`src/rtl/mc_control_unit_pkg.sv`:
```
// Shared encodings for the multi-cycle MIPS control unit: FSM states, opcodes,
// funct codes, ALU operations, PC-source and datapath mux codes.
// No ports; imported by mc_decode and mc_control_unit.
package mc_control_unit_pkg;

  typedef enum logic [2:0] {
    S_IF   = 3'b000,
    S_ID   = 3'b001,
    S_EXE  = 3'b010,
    S_MEM  = 3'b011,
    S_WB   = 3'b100,
    S_HALT = 3'b101
  } state_e;

  localparam logic [5:0] OP_RTYPE = 6'b000000;
  localparam logic [5:0] OP_ADDI  = 6'b001000;
  localparam logic [5:0] OP_ORI   = 6'b001101;
  localparam logic [5:0] OP_LW    = 6'b100011;
  localparam logic [5:0] OP_SW    = 6'b101011;
  localparam logic [5:0] OP_BEQ   = 6'b000100;
  localparam logic [5:0] OP_BNE   = 6'b000101;
  localparam logic [5:0] OP_BGTZ  = 6'b000111;
  localparam logic [5:0] OP_J     = 6'b000010;
  localparam logic [5:0] OP_HALT  = 6'b111111;

  localparam logic [5:0] FUNCT_ADD = 6'b100000;
  localparam logic [5:0] FUNCT_SUB = 6'b100010;
  localparam logic [5:0] FUNCT_AND = 6'b100100;
  localparam logic [5:0] FUNCT_OR  = 6'b100101;
  localparam logic [5:0] FUNCT_SLL = 6'b000000;
  localparam logic [5:0] FUNCT_SLT = 6'b101010;

  localparam logic [2:0] ALU_ADD  = 3'b000;
  localparam logic [2:0] ALU_SUB  = 3'b001;
  localparam logic [2:0] ALU_SLL  = 3'b010;
  localparam logic [2:0] ALU_OR   = 3'b011;
  localparam logic [2:0] ALU_AND  = 3'b100;
  localparam logic [2:0] ALU_CMPS = 3'b101;

  localparam logic [1:0] PC_NEXT_INS = 2'b00;
  localparam logic [1:0] PC_REL_JMP  = 2'b01;
  localparam logic [1:0] PC_ABS_JMP  = 2'b10;
  localparam logic [1:0] PC_HALT     = 2'b11;

  localparam logic REG_FROM_RT = 1'b0;
  localparam logic REG_FROM_RD = 1'b1;
  localparam logic EXT_ZERO    = 1'b0;
  localparam logic EXT_SIGN    = 1'b1;
  localparam logic DB_FROM_ALU = 1'b0;
  localparam logic DB_FROM_DM  = 1'b1;
  localparam logic SRCA_REG    = 1'b0;
  localparam logic SRCA_SA     = 1'b1;
  localparam logic SRCB_REG    = 1'b0;
  localparam logic SRCB_IMM    = 1'b1;

  function automatic logic is_branch(input logic [5:0] op);
    return (op == OP_BEQ) || (op == OP_BNE) || (op == OP_BGTZ);
  endfunction

endpackage

```
`src/rtl/mc_control_unit_decode.sv`:
```
// mc_decode: static instruction decode of Opcode/Funct into datapath mux
// selects and ALUOp; purely combinational, zero latency, no flow control.
// Ports: Opcode/Funct in; ALUSrcA, ALUSrcB, RegDst, DB, ExtSel, ALUOp out.
module mc_decode
  import mc_control_unit_pkg::*;
(
  input  logic [5:0] Opcode,
  input  logic [5:0] Funct,
  output logic       ALUSrcA,
  output logic       ALUSrcB,
  output logic       RegDst,
  output logic       DB,
  output logic       ExtSel,
  output logic [2:0] ALUOp
);

  always_comb begin
    ALUSrcA = SRCA_REG;
    ALUSrcB = SRCB_REG;
    RegDst  = REG_FROM_RD;
    DB      = DB_FROM_ALU;
    ExtSel  = EXT_SIGN;
    ALUOp   = ALU_ADD;
    case (Opcode)
      OP_RTYPE: begin
        case (Funct)
          FUNCT_SUB: ALUOp = ALU_SUB;
          FUNCT_AND: ALUOp = ALU_AND;
          FUNCT_OR:  ALUOp = ALU_OR;
          FUNCT_SLT: ALUOp = ALU_CMPS;
          FUNCT_SLL: begin
            ALUOp   = ALU_SLL;
            ALUSrcA = SRCA_SA;
          end
          default:   ALUOp = ALU_ADD;
        endcase
      end
      OP_ADDI: begin
        ALUSrcB = SRCB_IMM;
        RegDst  = REG_FROM_RT;
      end
      OP_ORI: begin
        ALUSrcB = SRCB_IMM;
        RegDst  = REG_FROM_RT;
        ExtSel  = EXT_ZERO;
        ALUOp   = ALU_OR;
      end
      OP_LW: begin
        ALUSrcB = SRCB_IMM;
        RegDst  = REG_FROM_RT;
        DB      = DB_FROM_DM;
      end
      OP_SW:                   ALUSrcB = SRCB_IMM;
      OP_BEQ, OP_BNE, OP_BGTZ: ALUOp   = ALU_SUB;
      default: ;
    endcase
  end

endmodule

```
`src/rtl/mc_control_unit.sv`:
```
// Multi-cycle MIPS sequencer: IF/ID/EXE/MEM/WB FSM, strobe gating, PCSrc and
// retired-instruction counter. Latency J=2, branch=3, R/ADDI/ORI/SW=4, LW=5.
// No backpressure; Reset (sync, active-low) forces S_IF and masks all strobes.
module mc_control_unit
  import mc_control_unit_pkg::*;
#(
  parameter int CNT_W = 32
) (
  input  logic             CLK,
  input  logic             Reset,
  input  logic [5:0]       Opcode,
  input  logic [5:0]       Funct,
  input  logic             Zero,
  input  logic             Sign,
  output logic             PCWre,
  output logic             IRWre,
  output logic             RegWre,
  output logic             ALUSrcA,
  output logic             ALUSrcB,
  output logic             RegDst,
  output logic             DB,
  output logic             ExtSel,
  output logic             nRD,
  output logic             nWR,
  output logic [1:0]       PCSrc,
  output logic [2:0]       ALUOp,
  output logic [2:0]       State,
  output logic [CNT_W-1:0] InsCount
);

  state_e           state_q, state_d;
  logic [CNT_W-1:0] cnt_q;
  logic [2:0]       dec_aluop;
  logic             br_taken;

  mc_decode u_decode (
    .Opcode  (Opcode),
    .Funct   (Funct),
    .ALUSrcA (ALUSrcA),
    .ALUSrcB (ALUSrcB),
    .RegDst  (RegDst),
    .DB      (DB),
    .ExtSel  (ExtSel),
    .ALUOp   (dec_aluop)
  );

  // BGTZ: strictly positive means neither negative nor zero.
  always_comb begin
    br_taken = 1'b0;
    case (Opcode)
      OP_BEQ:  br_taken = Zero;
      OP_BNE:  br_taken = !Zero;
      OP_BGTZ: br_taken = !Sign && !Zero;
      default: br_taken = 1'b0;
    endcase
  end

  always_comb begin
    state_d = S_IF;
    case (state_q)
      S_IF:   state_d = S_ID;
      S_ID: begin
        if (Opcode == OP_J)         state_d = S_IF;
        else if (Opcode == OP_HALT) state_d = S_HALT;
        else                        state_d = S_EXE;
      end
      S_EXE: begin
        if (is_branch(Opcode))                        state_d = S_IF;
        else if (Opcode == OP_LW || Opcode == OP_SW)  state_d = S_MEM;
        else                                          state_d = S_WB;
      end
      S_MEM:  state_d = (Opcode == OP_LW) ? S_WB : S_IF;
      S_WB:   state_d = S_IF;
      S_HALT: state_d = S_HALT;
      default: state_d = S_IF;
    endcase
  end

  // Strobes are combinational so a reset asserted mid-instruction kills any
  // pending write in the same cycle, before the reset edge.
  always_comb begin
    PCWre  = 1'b0;
    IRWre  = 1'b0;
    RegWre = 1'b0;
    nRD    = 1'b1;
    nWR    = 1'b1;
    PCSrc  = PC_NEXT_INS;
    if (Reset) begin
      case (state_q)
        S_IF: IRWre = 1'b1;
        S_ID: begin
          if (Opcode == OP_J) begin
            PCWre = 1'b1;
            PCSrc = PC_ABS_JMP;
          end
        end
        S_EXE: begin
          if (is_branch(Opcode)) begin
            PCWre = 1'b1;
            PCSrc = br_taken ? PC_REL_JMP : PC_NEXT_INS;
          end
        end
        S_MEM: begin
          nRD   = (Opcode != OP_LW);
          nWR   = (Opcode != OP_SW);
          PCWre = (Opcode == OP_SW);
        end
        S_WB: begin
          RegWre = 1'b1;
          PCWre  = 1'b1;
        end
        S_HALT: PCSrc = PC_HALT;
        default: ;
      endcase
    end
  end

  assign ALUOp    = Reset ? dec_aluop : ALU_ADD;
  assign State    = state_q;
  assign InsCount = cnt_q;

  always_ff @(posedge CLK) begin
    if (!Reset) begin
      state_q <= S_IF;
      cnt_q   <= '0;
    end else begin
      state_q <= state_d;
      if (PCWre) cnt_q <= cnt_q + CNT_W'(1);
    end
  end

endmodule

```
`config.mk`:
```
export PLATFORM = sky130hd
export DESIGN_NAME = mc_control_unit
export DESIGN_NICKNAME = d
export VERILOG_FILES = /design/src/rtl/mc_control_unit_pkg.sv /design/src/rtl/mc_control_unit_decode.sv /design/src/rtl/mc_control_unit.sv
export SDC_FILE = /design/constraint.sdc
export NUM_CORES = 1
export LEC_CHECK = 0
export ABC_AREA = 1
export BUFFER_PORTS_ARGS = -buffer_cell sky130_fd_sc_hd__buf_2
export CAP_MARGIN = 20
export CORE_ASPECT_RATIO = 1.25
export CORE_MARGIN = 4
export CORE_UTILIZATION = 50
export CTS_BUF_LIST = sky130_fd_sc_hd__clkbuf_4
export DETAILED_ROUTE_END_ITERATION = 8
export HOLD_SLACK_MARGIN = 0.02
export PLACE_DENSITY = 0.86
export SYNTH_ARGS = -nofsm -noshare
export SYNTH_HDL_FRONTEND = slang
export SYNTH_SLANG_ARGS = --single-unit
```
`constraint.sdc`:
```
create_clock -name CLK -period 3.8 [get_ports CLK]
set_input_delay 0.38 -clock CLK [delete_from_list [all_inputs] [get_ports CLK]]
set_output_delay 0.38 -clock CLK [all_outputs]
set_load 0.02 [all_outputs]
```
Yosys cells after proc, flatten, opt, wreduce, memory -nomap -nowiden
Cells that the tools add are included.
{"block": "classes", "n_addsub": 1, "eq_ne": 20, "muxes": 33, "reduce_logical": 12}
{"operator": "6-bit == test (second input constant)", "n": 7}
{"operator": "32-bit by 1-bit adder with 32-bit output (second input constant)", "n": 1}
{"operator": "3-bit one-hot mux with 5 select lines", "n": 2}
{"operator": "1-bit 2-to-1 mux", "n": 19}
{"operator": "6-bit by 3-bit == test with 1-bit output (second input constant)", "n": 3}
{"operator": "3-bit 2-to-1 mux", "n": 6}
{"operator": "6-bit by 4-bit == test with 1-bit output (second input constant)", "n": 2}
{"operator": "6-bit logical NOT", "n": 2}
{"operator": "6-bit != test (second input constant)", "n": 2}
{"operator": "3-bit one-hot mux with 3 select lines", "n": 1}
{"operator": "3-bit by 2-bit == test with 1-bit output (second input constant)", "n": 2}
{"operator": "3-bit == test (second input constant)", "n": 2}
{"operator": "6-bit by 2-bit == test with 1-bit output (second input constant)", "n": 1}
{"operator": "2-bit one-hot mux with 3 select lines", "n": 1}
{"operator": "3-bit OR reduction", "n": 2}
{"operator": "2-bit 2-to-1 mux", "n": 2}
{"operator": "1-bit one-hot mux with 4 select lines", "n": 1}
{"operator": "4-bit OR reduction", "n": 1}
{"operator": "3-bit by 1-bit == test with 1-bit output (second input constant)", "n": 1}
{"operator": "3-bit logical NOT", "n": 1}
{"operator": "1-bit logical OR", "n": 3}
{"operator": "1-bit one-hot mux with 3 select lines", "n": 1}
{"operator": "1-bit logical NOT", "n": 2}
{"operator": "1-bit logical AND", "n": 1}
{"block": "totals", "register_bits": 35, "input_bits": 16, "out_inout_bits": 50, "wordCells": 68}

Longest topological paths before layout
Gate-level depths: netlist of run 1.
{"block": "logic_depth", "ltp_word": 7, "ltp_mapped": 12, "mapped_depth_nobuf": 11}

By module
From an unflattened synthesis of run 1, not the netlist that was laid out.
{"block": "unflattened", "cells_unflattened": 435, "hier_area_um2": 2513.7}
{"module": "mc_control_unit", "instances": 1, "cells_per_inst": 371, "area_per_inst_um2": 2233.4, "seq_area_each_um2": 700.7}
{"module": "mc_decode", "instances": 1, "cells_per_inst": 64, "area_per_inst_um2": 280.3, "seq_area_each_um2": 0.0}

Least setup slack after synthesis of run 1
Ideal clock, no wire load.
{"block": "synth_path", "path_kind": "register -> register", "from": "reg cnt_q[0], in the netlist InsCount[0]", "to": "reg cnt_q[26], in the netlist InsCount[26]", "setup_ps": 132, "arrival_ps": 1620, "required_time_ps": 3668, "slack_ps": 2047, "stages_incl_launch_ff": 11, "path_buffers": 0, "synth_period_minus_slack_ps": 1753, "cell_sequence": "dfxtp_1 ha_1 nand3_1 inv_1 nand2_1 nor2_1 nand2_1 nand2_1 nand2_1 nand2_1 a21oi_1"}
{"block": "synth_between", "elab_chain_cells": 1}
{"element": "start: declaration", "line": "mc_control_unit.sv:32", "rtl": "logic [CNT_W-1:0] cnt_q;"}
{"element": "start signal: assignment", "line": "mc_control_unit.sv:128", "rtl": "if (PCWre) cnt_q <= cnt_q + CNT_W'(1);"}
{"element": "32-bit by 1-bit adder with 32-bit output", "line": "mc_control_unit.sv:128"}
No other way between the ends.
A chain may end at the register's enable or synchronous reset.

Final worst setup path of run 1
{"block": "layout_path", "from": "in Reset", "to": "out PCWre"}
{"block": "layout_between", "elab_chain_cells": 1}
{"element": "start: declaration", "line": "mc_control_unit.sv:10", "rtl": "input logic Reset,"}
{"element": "1-bit 2-to-1 mux", "line": "mc_control_unit.sv:88", "rtl": "if (Reset) begin"}
{"element": "end: declaration", "line": "mc_control_unit.sv:15", "rtl": "output logic PCWre,"}
No other way between the ends.

==> results.json, run 1 <==
{
  "synth_cell_type_count": 30,
  "crit_chain": "buf_2, inv_1, nor2_8, buf_2",
  "p_per_area_mw_per_mm2": 236.0,
  "cp-start-kind": "input port",
  "crit_top_cell": "buf_2",
  "post_cts_buffers": 0,
  "areaGrowthSynthToFinish_pct": 15.48,
  "fin_crit_sh": 0.5696,
  "critPathArrivalTime_ps": 1780,
  "num_io_pins": 66,
  "drv_cap": 0,
  "die_area_mm2": 0.006647,
  "setup_viol": 0,
  "switchingPower_uw": 202.4,
  "drt-met1-wl_mm": 3.212,
  "h-tree-depth": 2,
  "ant_nets": 0,
  "io_buffers": 65,
  "gp_congestion": 0.9293,
  "via_count": 3230,
  "rrSetupSlack_ps": 1720,
  "synth_warnings": 0,
  "firstDrtPassIters": 5,
  "grt_pass1_vias": 2914,
  "cts_root_buf": "clkbuf_4",
  "pwr-share-comb": 0.126,
  "p_clk_frac": 0.361,
  "endpoint_kind": "primary output",
  "peakVddDrop_v": 0.0001570,
  "wl_met3_um": 416,
  "rsz0062_at_grt": "false",
  "p_int_uw": 533.3,
  "relSlewSlack": 0.4728,
  "num_antenna_cells": 0,
  "fp-row-count": 29,
  "final_cell_mix": "nand2_1, nor2_1, buf_2",
  "hpwl_mm": 5.848,
  "cts-resized-gates": 0,
  "wl_met2_mm": 3.785,
  "detail_route.wl_per_cell_um": 12.33,
  "fillers": 509,
  "syn_area_per_cell_um2": 5.590,
  "required_ps": 3420,
  "start_util": 0.5240,
  "grt-ovfl-total": 0,
  "die_w_um": 73.73,
  "switching_share": 0.2752,
  "mappedNetlistArea_mm2": 0.002700,
  "via_per_inst": 5.313,
  "antenna_found_initial": 0,
  "hold_path_class": "in -> reg",
  "grtUsageTotal": 0.2338,
  "grt_max_degree": 30,
  "dpl_cell_area_mm2": 0.003042,
  "clk_pin_slew_ps": 100,
  "cp_max_fo": 24,
  "fin_area_mm2": 0.003118,
  "synth_cells": 483,
  "routed_wirelength_mm": 7.494,
  "ys_seq_area_frac": 0.2595,
  "coreArea_mm2": 0.005152,
  "cts.sinks": 35,
  "final_hold_viol_count": 0,
  "critical_path_class": "in -> out",
  "layout_commonest_cell": "nand2_1",
  "synth_area_leader_cell": "nand2_1",
  "drc": 0,
  "die_h_um": 90.16,
  "clock.fmax_mhz": 462.0,
  "drt_iter0_drc": 206,
  "rr_worst_depth": 10,
  "tightest_slew_ps": 789.9,
  "outcome": "finished clean",
  "slowest_stage": "inv_1",
  "clock_latency_ps": 340,
  "synth_top_area_frac": 0.2711,
  "cts_made_buffers": 5,
  "hold_depth": 3,
  "ys_ff_latch": 35,
  "ctsHoldBuffers": 0,
  "cts_max_path_buffers": 2,
  "grt_pass1_wl_mm": 12.93,
  "leakagePower_uw": 0.001413,
  "cpPeakStageDelay_ps": 460,
  "synth.area.top_cells": "nand2_1, dfxtp_1, nor2_1, nand3_1, a21oi_1",
  "seq_power_share": 0.513,
  "tns_ps": 0,
  "fin_nets": 562,
  "drive_above_1_share": 0.1648,
  "cts_tree": "done",
  "skew_ps": 14.13,
  "maxUsedRoutingLayer": "met4",
  "slew_violations": 0,
  "synth_nets": 500,
  "min_period_ps": 2165
}
-- cells in the mapped netlist, drive strengths merged --
| library cell | count |
|---|---|
| nor4 | 1 |
| o311ai | 1 |
| a21oi | 33 |
| xnor2 | 5 |
| buf | 5 |
| nand2 | 199 |
| a31oi | 1 |
| nor3 | 3 |
| nor2 | 81 |
| ha | 1 |
| nand3 | 35 |
| o21a | 1 |
| or2 | 1 |
| inv | 43 |
| dfxtp | 35 |
| nand4 | 5 |
| o21ai | 11 |
| nand3b | 16 |
| clkbuf | 6 |
-- state kept, by name, indices dropped and copies added, names as in the netlist --
| name | count |
|---|---|
| State | 3 |
| InsCount | 32 |
-- worst max-delay path: cells and delay by family --
kind / cells / cell delay [ps]
simple gates: 1 / 370
buf+inv: 3 / 1020
-- worst paths after layout --
kind,endpoint,from
worst min register to register,InsCount[31],InsCount[31]
worst max register to register,InsCount[26],InsCount[0]
worst max-delay path,PCWre,Reset
worst min-delay path,State[2],Reset
-- power by group through the flow --
stage	sequential [µW]	combinational, µW	clock, µW
global route	379	103	286
global placement	386	89.0	0
floorplan	389	58.6	0
finish	378	92.4	266
CTS	378	92.1	271
detailed placement	386	92.0	0
-- stage by stage --
step | total power (µW) | hold slack (ps) | worst slack (ps) | std cells | util
3_3_place_gp | 474.7 | 475.8 | 1668 | 600 | 0.5903
5_1_grt | 767.6 | 484.8 | 1453 | 608 | 0.6051
3_5_place_dp | 477.9 | 492.6 | 1615 | 600 | 0.5903
4_1_cts | 740.8 | 449.6 | 1629 | 608 | 0.6051
6_report | 735.7 | 457.1 | 1636 | 608 | 0.6051
2_1_floorplan | 447.7 | 558.8 | 2047 | 483 | -
-- layout make-up --
| type | instances | area (µm²) | area share |
|---|---|---|---|
| Clock buffer | 5 | 37.54 | 0.01204 |
| Clock inverter | 3 | 38.79 | 0.01244 |
| Inverter | 43 | 161.4 | 0.05177 |
| Multi-Input combinational cell | 394 | 1769 | 0.5674 |
| Sequential cell | 35 | 700.7 | 0.2247 |
| Tap cell | 62 | 77.57 | 0.02488 |
| Timing Repair Buffer | 66 | 332.8 | 0.1067 |
-- metal layers --
metal,vias up,GRT usage
met1,1463,0.2846
li1,1657,-
met5,-,0
met2,103,0.4098
met3,7,0.03460
met4,0,0.07251
-- kinds of logic after synthesis --
group	share of synthesized area
DFF	0.2595
and+or+nand+nor	0.5431
xor gates and xnor gates	0.01622
buffers and inverters	0.08526
adders and majority gates	0.004633
AOI/OAI and AO/OA	0.09129
No activity file was read; power rests on OpenSTA's default activity.
==> inputs of run 2 (changes only) <==
PLACE_DENSITY = 0.89   (was 0.86)
clock period = 1.85 ns   (was 3.8 ns; I/O delays follow)
==> run 2 against run 1 <==
Against the previous run: non-clock buffer count increased by 7; worst setup slack worse by 1500 ps; critical path depth rose by 4; register-to-register slack got worse by 1500 ps; largest cell class unchanged; hold slack worse by 140 ps; total power rose by 88%; core utilization rose by 0.80 points; count of clock-buffer cells in the layout rose by 1; first-iteration DRC count rose by 14%.
==> results.json, run 2 (synthesis results as in run 1) <==
{
  "start_util": 0.5240,
  "crit_path_start": "State[2]",
  "rsz0062_at_grt": "true",
  "whs_ps": 318.4,
  "setup_viol": 0,
  "antenna_found_initial": 0,
  "cts_root_buf": "clkbuf_4",
  "endpoint_kind": "primary output",
  "io_buffers": 65,
  "via_per_inst": 5.478,
  "regToRegStartpoint": "InsCount[1]",
  "final_cell_mix": "nand2_1, nor2_1, buf_2",
  "tightest_slew_ps": 469.0,
  "dpl_cell_area_mm2": 0.003079,
  "busiest_layer": "met2",
  "die_area_mm2": 0.006647,
  "routed_wirelength_mm": 7.897,
  "cts_tree": "done",
  "largest_register_ffs": 32,
  "fin_area_mm2": 0.003159,
  "ant_nets": 0,
  "grtUsageTotal": 0.2374,
  "fin_crit_sh": 0.9475,
  "post-place-ws_ps": 171.7,
  "grt_max_degree": 30,
  "coreArea_mm2": 0.005152,
  "min_period_ps": 1753,
  "outcome": "finished clean",
  "critPathArrivalTime_ps": 1570,
  "p_total_uw": 1386,
  "num_antenna_cells": 0,
  "hold_depth": 4,
  "relSlewSlack": 0.6870,
  "num_io_pins": 66,
  "clk_pin_slew_ps": 100,
  "fin_nets": 569,
  "peakVddDrop_v": 0.0002523,
  "critical_path_class": "reg -> out",
  "hold_path_end": "State[1]",
  "gp_congestion": 0.9483,
  "leakagePower_uw": 0.001441,
  "rrSetupSlack_ps": 200,
  "grt_pass1_wl_mm": 12.92,
  "fin_ws_ps": 97.04,
  "cts_made_buffers": 5,
  "cts_max_path_buffers": 2,
  "grt_use_met1": 0.2779,
  "cp-start-kind": "flop",
  "p_per_area_mw_per_mm2": 438.6,
  "detail_route.wl_per_cell_um": 12.88,
  "firstDrtPassIters": 8,
  "drt_iter0_drc": 234,
  "final_hold_viol_count": 0,
  "clock_latency_ps": 340,
  "hold_path_class": "in -> reg",
  "ctsHoldBuffers": 0,
  "cts.sinks": 35,
  "via_count": 3358,
  "cp_max_fo": 6,
  "h-tree-depth": 2,
  "die_w_um": 73.73,
  "die_h_um": 90.16,
  "layout_commonest_cell": "nand2_1",
  "grt_pass1_vias": 3041,
  "drive_above_1_share": 0.1851,
  "use_met3": 0.03571,
  "slew_violations": 0,
  "skew_ps": 8.668,
  "hold_start": "Opcode[5]",
  "r2r-end": "InsCount[26]",
  "hpwl_mm": 5.860,
  "rr_worst_depth": 10,
  "areaGrowthSynthToFinish_pct": 17.01,
  "grt-ovfl-total": 0,
  "clock.fmax_mhz": 570.5,
  "fp-row-count": 29,
  "drc": 0,
  "use_met2": 0.4157,
  "drv_cap": 0,
  "required_ps": 1660
}
## run 2: final cells by class
type | count | area, µm²
fillers | 502 | 1993
repair buffers | 73 | 390.4
multi-input cells | 394 | 1779
flip-flops and latches | 35 | 705.7
well taps | 62 | 77.57
clock buffers | 6 | 45.04
inverters | 43 | 161.4
## run 2: where the power goes
| part | internal [µW] | switching, µW |
|---|---|---|
| registers | 763 | 12.5 |
| clock network | 150 | 253 |
| logic | 64.0 | 144 |
## run 2: timing repair
item	in CTS	in global routing
endpoints found under the setup margin	1	26
pin swaps	1	2
gates resized for setup	1	8
buffers inserted	1	1
## run 2: stage by stage
stage,util,setup TNS [ps],cells
after floorplan,-,0,483
after global placement,0.5976,0,605
after detailed placement,0.5976,0,605
after CTS,0.6081,0,612
after global routing,0.6132,-35.34,613
final,0.6132,0,613
## run 2: layer usage
| layer | routed length [µm] | vias to the layer above | share of wire |
|---|---|---|---|
| met1 | 3231 | 1526 | 0.41 |
| met5 | 0 | - | 0 |
| met4 | 220 | 0 | 0.028 |
| li1 | - | 1667 | - |
| met3 | 534 | 25 | 0.068 |
| met2 | 3911 | 140 | 0.50 |
## run 2: worst max-delay path, stage by stage, from the launching register on
cell and delay (ps):
dfxtp_2 370, inv_2 100, nand2_1 60, nor2_1 130, nand3_1 90, nand2_1 120, nor2_4 70, nor2_8 130
buf_4 160
## run 2: how the worst max path moves through the flow
stage	depth (start not counted)	endpoint
2_1_floorplan	10	InsCount[26]
3_3_place_gp	9	InsCount[9]
3_5_place_dp	9	InsCount[10]
4_1_cts	6	PCSrc[0]
5_1_grt	6	PCSrc[0]
6_report	8	PCWre
==> inputs of run 3 (changes only) <==
ABC_AREA = default   (was 1)
CELL_PAD_IN_SITES_DETAIL_PLACEMENT = 1   (was default)
CELL_PAD_IN_SITES_GLOBAL_PLACEMENT = 1   (was default)
CORE_UTILIZATION = 34   (was 50)
==> run 3 against run 2 <==
Against the previous run: the run now ends with setup timing left; critical endpoint is now InsCount[17]; critical path type is now reg -> reg; first-iteration DRC count increased by 4.7%; core utilization increased by 0.25 points; worst setup slack got worse by 500 ps; sequential cell count unchanged; combinational power increased by 53%; register-to-register slack got worse by 600 ps.
==> results.json, run 3 <==
{
  "outcome": "finished, violations left",
  "violations": "setup timing",
  "fin_area_mm2": 0.003654,
  "grtUsageTotal": 0.2802,
  "cts_max_path_buffers": 2,
  "via_count": 2894,
  "fillers": 729,
  "drc": 0,
  "synthMostInstantiatedCell": "nor2_1",
  "dpl_cell_area_mm2": 0.003043,
  "die_h_um": 96.41,
  "synth_cell_type_count": 42,
  "min_period_ps": 2254,
  "hold_path_class": "in -> reg",
  "crit_chain": "and4bb_4, a21oi_2, or3_4, buf_6, a2111oi_4, xnor2_1, nor2_1",
  "synth_top_family_by_area": "simple AND/OR/NAND/NOR gates",
  "drive_above_1_share": 0.5271,
  "num_antenna_cells": 0,
  "switchingPower_uw": 513.8,
  "cts_made_buffers": 5,
  "fin_nets": 422,
  "grt_pass1_wl_mm": 16.21,
  "tightest_slew_ps": 451.1,
  "leakagePower_uw": 0.001417,
  "synth_compound_area_frac": 0.1789,
  "fp-row-count": 31,
  "relSlewSlack": 0.6981,
  "peakVddDrop_v": 0.0003495,
  "hpwl_mm": 6.001,
  "synthTopCellsByCount": "nor2_1, dfxtp_1, nand2_1",
  "firstDrtPassIters": 5,
  "via_per_inst": 5.930,
  "ff_latch_area_um2": 720.7,
  "synth_edf_count": 0,
  "multi_input_area_mm2": 0.001728,
  "clock_latency_ps": 370,
  "layout_commonest_cell": "buf_4",
  "cpPeakStageDelay_ps": 440,
  "pwr-share-comb": 0.205,
  "ys_seq_area_frac": 0.3296,
  "ant_nets": 0,
  "p_per_area_mw_per_mm2": 423.8,
  "mappedNetlistArea_mm2": 0.002126,
  "fin_crit_sh": 1.218,
  "endpoint_kind": "flop",
  "async_flop_share": 0,
  "die_area_mm2": 0.007589,
  "detail_route.wl_per_cell_um": 24.47,
  "synth_simple_gate_area_frac": 0.3196,
  "rsz0062_at_grt": "true",
  "grt_max_degree": 17,
  "critPathArrivalTime_ps": 2520,
  "routed_wirelength_mm": 11.94,
  "synth.area.top_cells": "dfxtp_1, xnor2_1, nor2_1, a211oi_1, nand2_1",
  "fin_ws_ps": -403.6,
  "areaGrowthSynthToFinish_pct": 71.87,
  "synth_nets": 284,
  "h-tree-depth": 2,
  "syn_area_per_cell_um2": 7.962,
  "cp-start-kind": "flop",
  "synth_top_area_frac": 0.3296,
  "start_util": 0.3582,
  "cts_root_buf": "clkbuf_4",
  "synth_warnings": 0,
  "gp_congestion": 0.8579,
  "grt-ovfl-total": 0,
  "seq_power_share": 0.501,
  "antenna_found_initial": 0,
  "p_clk_frac": 0.294,
  "ys_ff_latch": 35,
  "drv_cap": 0,
  "cts_tree": "done",
  "synth_ff_type": "dfxtp_1",
  "coreArea_mm2": 0.005934,
  "setup_viol": 32,
  "drt_iter0_drc": 245,
  "critical_path_class": "reg -> reg",
  "required_ps": 2120,
  "synth_area_leader_cell": "dfxtp_1",
  "p_int_uw": 1035,
  "synth_xor_area_frac": 0.09064,
  "grt_pass1_vias": 2991,
  "cts.sinks": 35,
  "synthAdderAreaFrac": 0.005886,
  "skew_ps": 20.97,
  "num_io_pins": 66,
  "die_w_um": 78.73,
  "io_buffers": 65,
  "synth_cells": 267,
  "synth.area.mux_share": 0.02825,
  "slowest_stage": "a2111oi_4",
  "final_hold_viol_count": 0,
  "switching_share": 0.3319,
  "clock.fmax_mhz": 443.7,
  "post-place-ws_ps": -457.0,
  "ctsHoldBuffers": 0,
  "slew_violations": 0,
  "largest_register_ffs": 32,
  "cp_max_fo": 6,
  "clk_pin_slew_ps": 140,
  "final_cell_mix": "buf_4, buf_2, nor2_1"
}
[run 3: cell count changes after synthesis, sizes merged, moves of 6 or more]
cell,delta
nand2,-171
nor2b,+6
nor2,-38
a211oi,+15
xnor2,+17
nand4,+6
nor3,+6
nand3b,-15
inv,-34
a21oi,-21
mux2i,+6
nand3,-24
[run 3: cell type report]
type,count,area share
repair buffers,144,0.2781
well taps,82,0.02808
clock buffers,5,0.01027
clock inverters,3,0.004110
inverters,9,0.009247
multi-input cells,210,0.4729
flip-flops and latches,35,0.1973
[run 3: worst max-delay path, delay by kind of cell (launching register included)]
family                    cells  cell delay [ps]
buffers and inverters         1              160
AOI/OAI and AO/OA             2              490
xor gates and xnor gates      1              210
and+or+nand+nor               3              880
DFF                           1              400
[run 3: repair_timing]
item / in CTS / in global routing
buffers inserted: 15 / 6
endpoints found under the setup margin: 39 / 38
resized for setup: 45 / 42
gates cloned: 1 / 0
pin swaps: 21 / 35
[run 3: path summary, 6_finish.rpt]
check	to	start	slack, ps	cells past startpoint
worst min-delay path	InsCount[31]	Reset	310	3
worst max-delay path	InsCount[17]	State[0]	-400	7
worst max register to register	InsCount[17]	State[0]	-400	7
worst min register to register	InsCount[0]	InsCount[0]	540	2
[run 3: per-stage QoR]
| step | instances | total power, µW | setup TNS (ps) | util | hold WS [ps] |
|---|---|---|---|---|---|
| after floorplan | 267 | 905.8 | -4962 | - | 337.4 |
| after global placement | 459 | 1003 | -6059 | 0.5128 | 486.4 |
| after detailed placement | 459 | 1013 | -8899 | 0.5128 | 492.0 |
| after CTS | 482 | 1462 | -3324 | 0.5752 | 293.5 |
| after global routing | 488 | 1600 | -8154 | 0.6156 | 302.4 |
| final | 488 | 1548 | -7216 | 0.6156 | 309.1 |
[run 3: cell families (layout without fill, tap and decap cells)]
logic type	count (synthesis)	count (layout)
and+or+nand+nor	135	135
AOI/OAI and AO/OA	46	46
DFF	35	35
xor gates and xnor gates	22	22
buffers and inverters	22	161
muxes	6	6
adders and majority gates	1	1
[run 3: layer usage]
layer / share of wire / global-route usage / wire length (µm)
met4: 0.047 / 0.1312 / 563
met3: 0.061 / 0.04638 / 729
met5: 0 / 0 / 0
met2: 0.51 / 0.5085 / 6141
met1: 0.38 / 0.3210 / 4506
[run 3: power groups by stage]
stage	Combinational [µW]	Sequential, µW	Clock, µW
detailed placement	220	793	0
global route	332	776	491
finish	318	776	455
global placement	211	792	0
CTS	263	773	426
floorplan	111	795	0
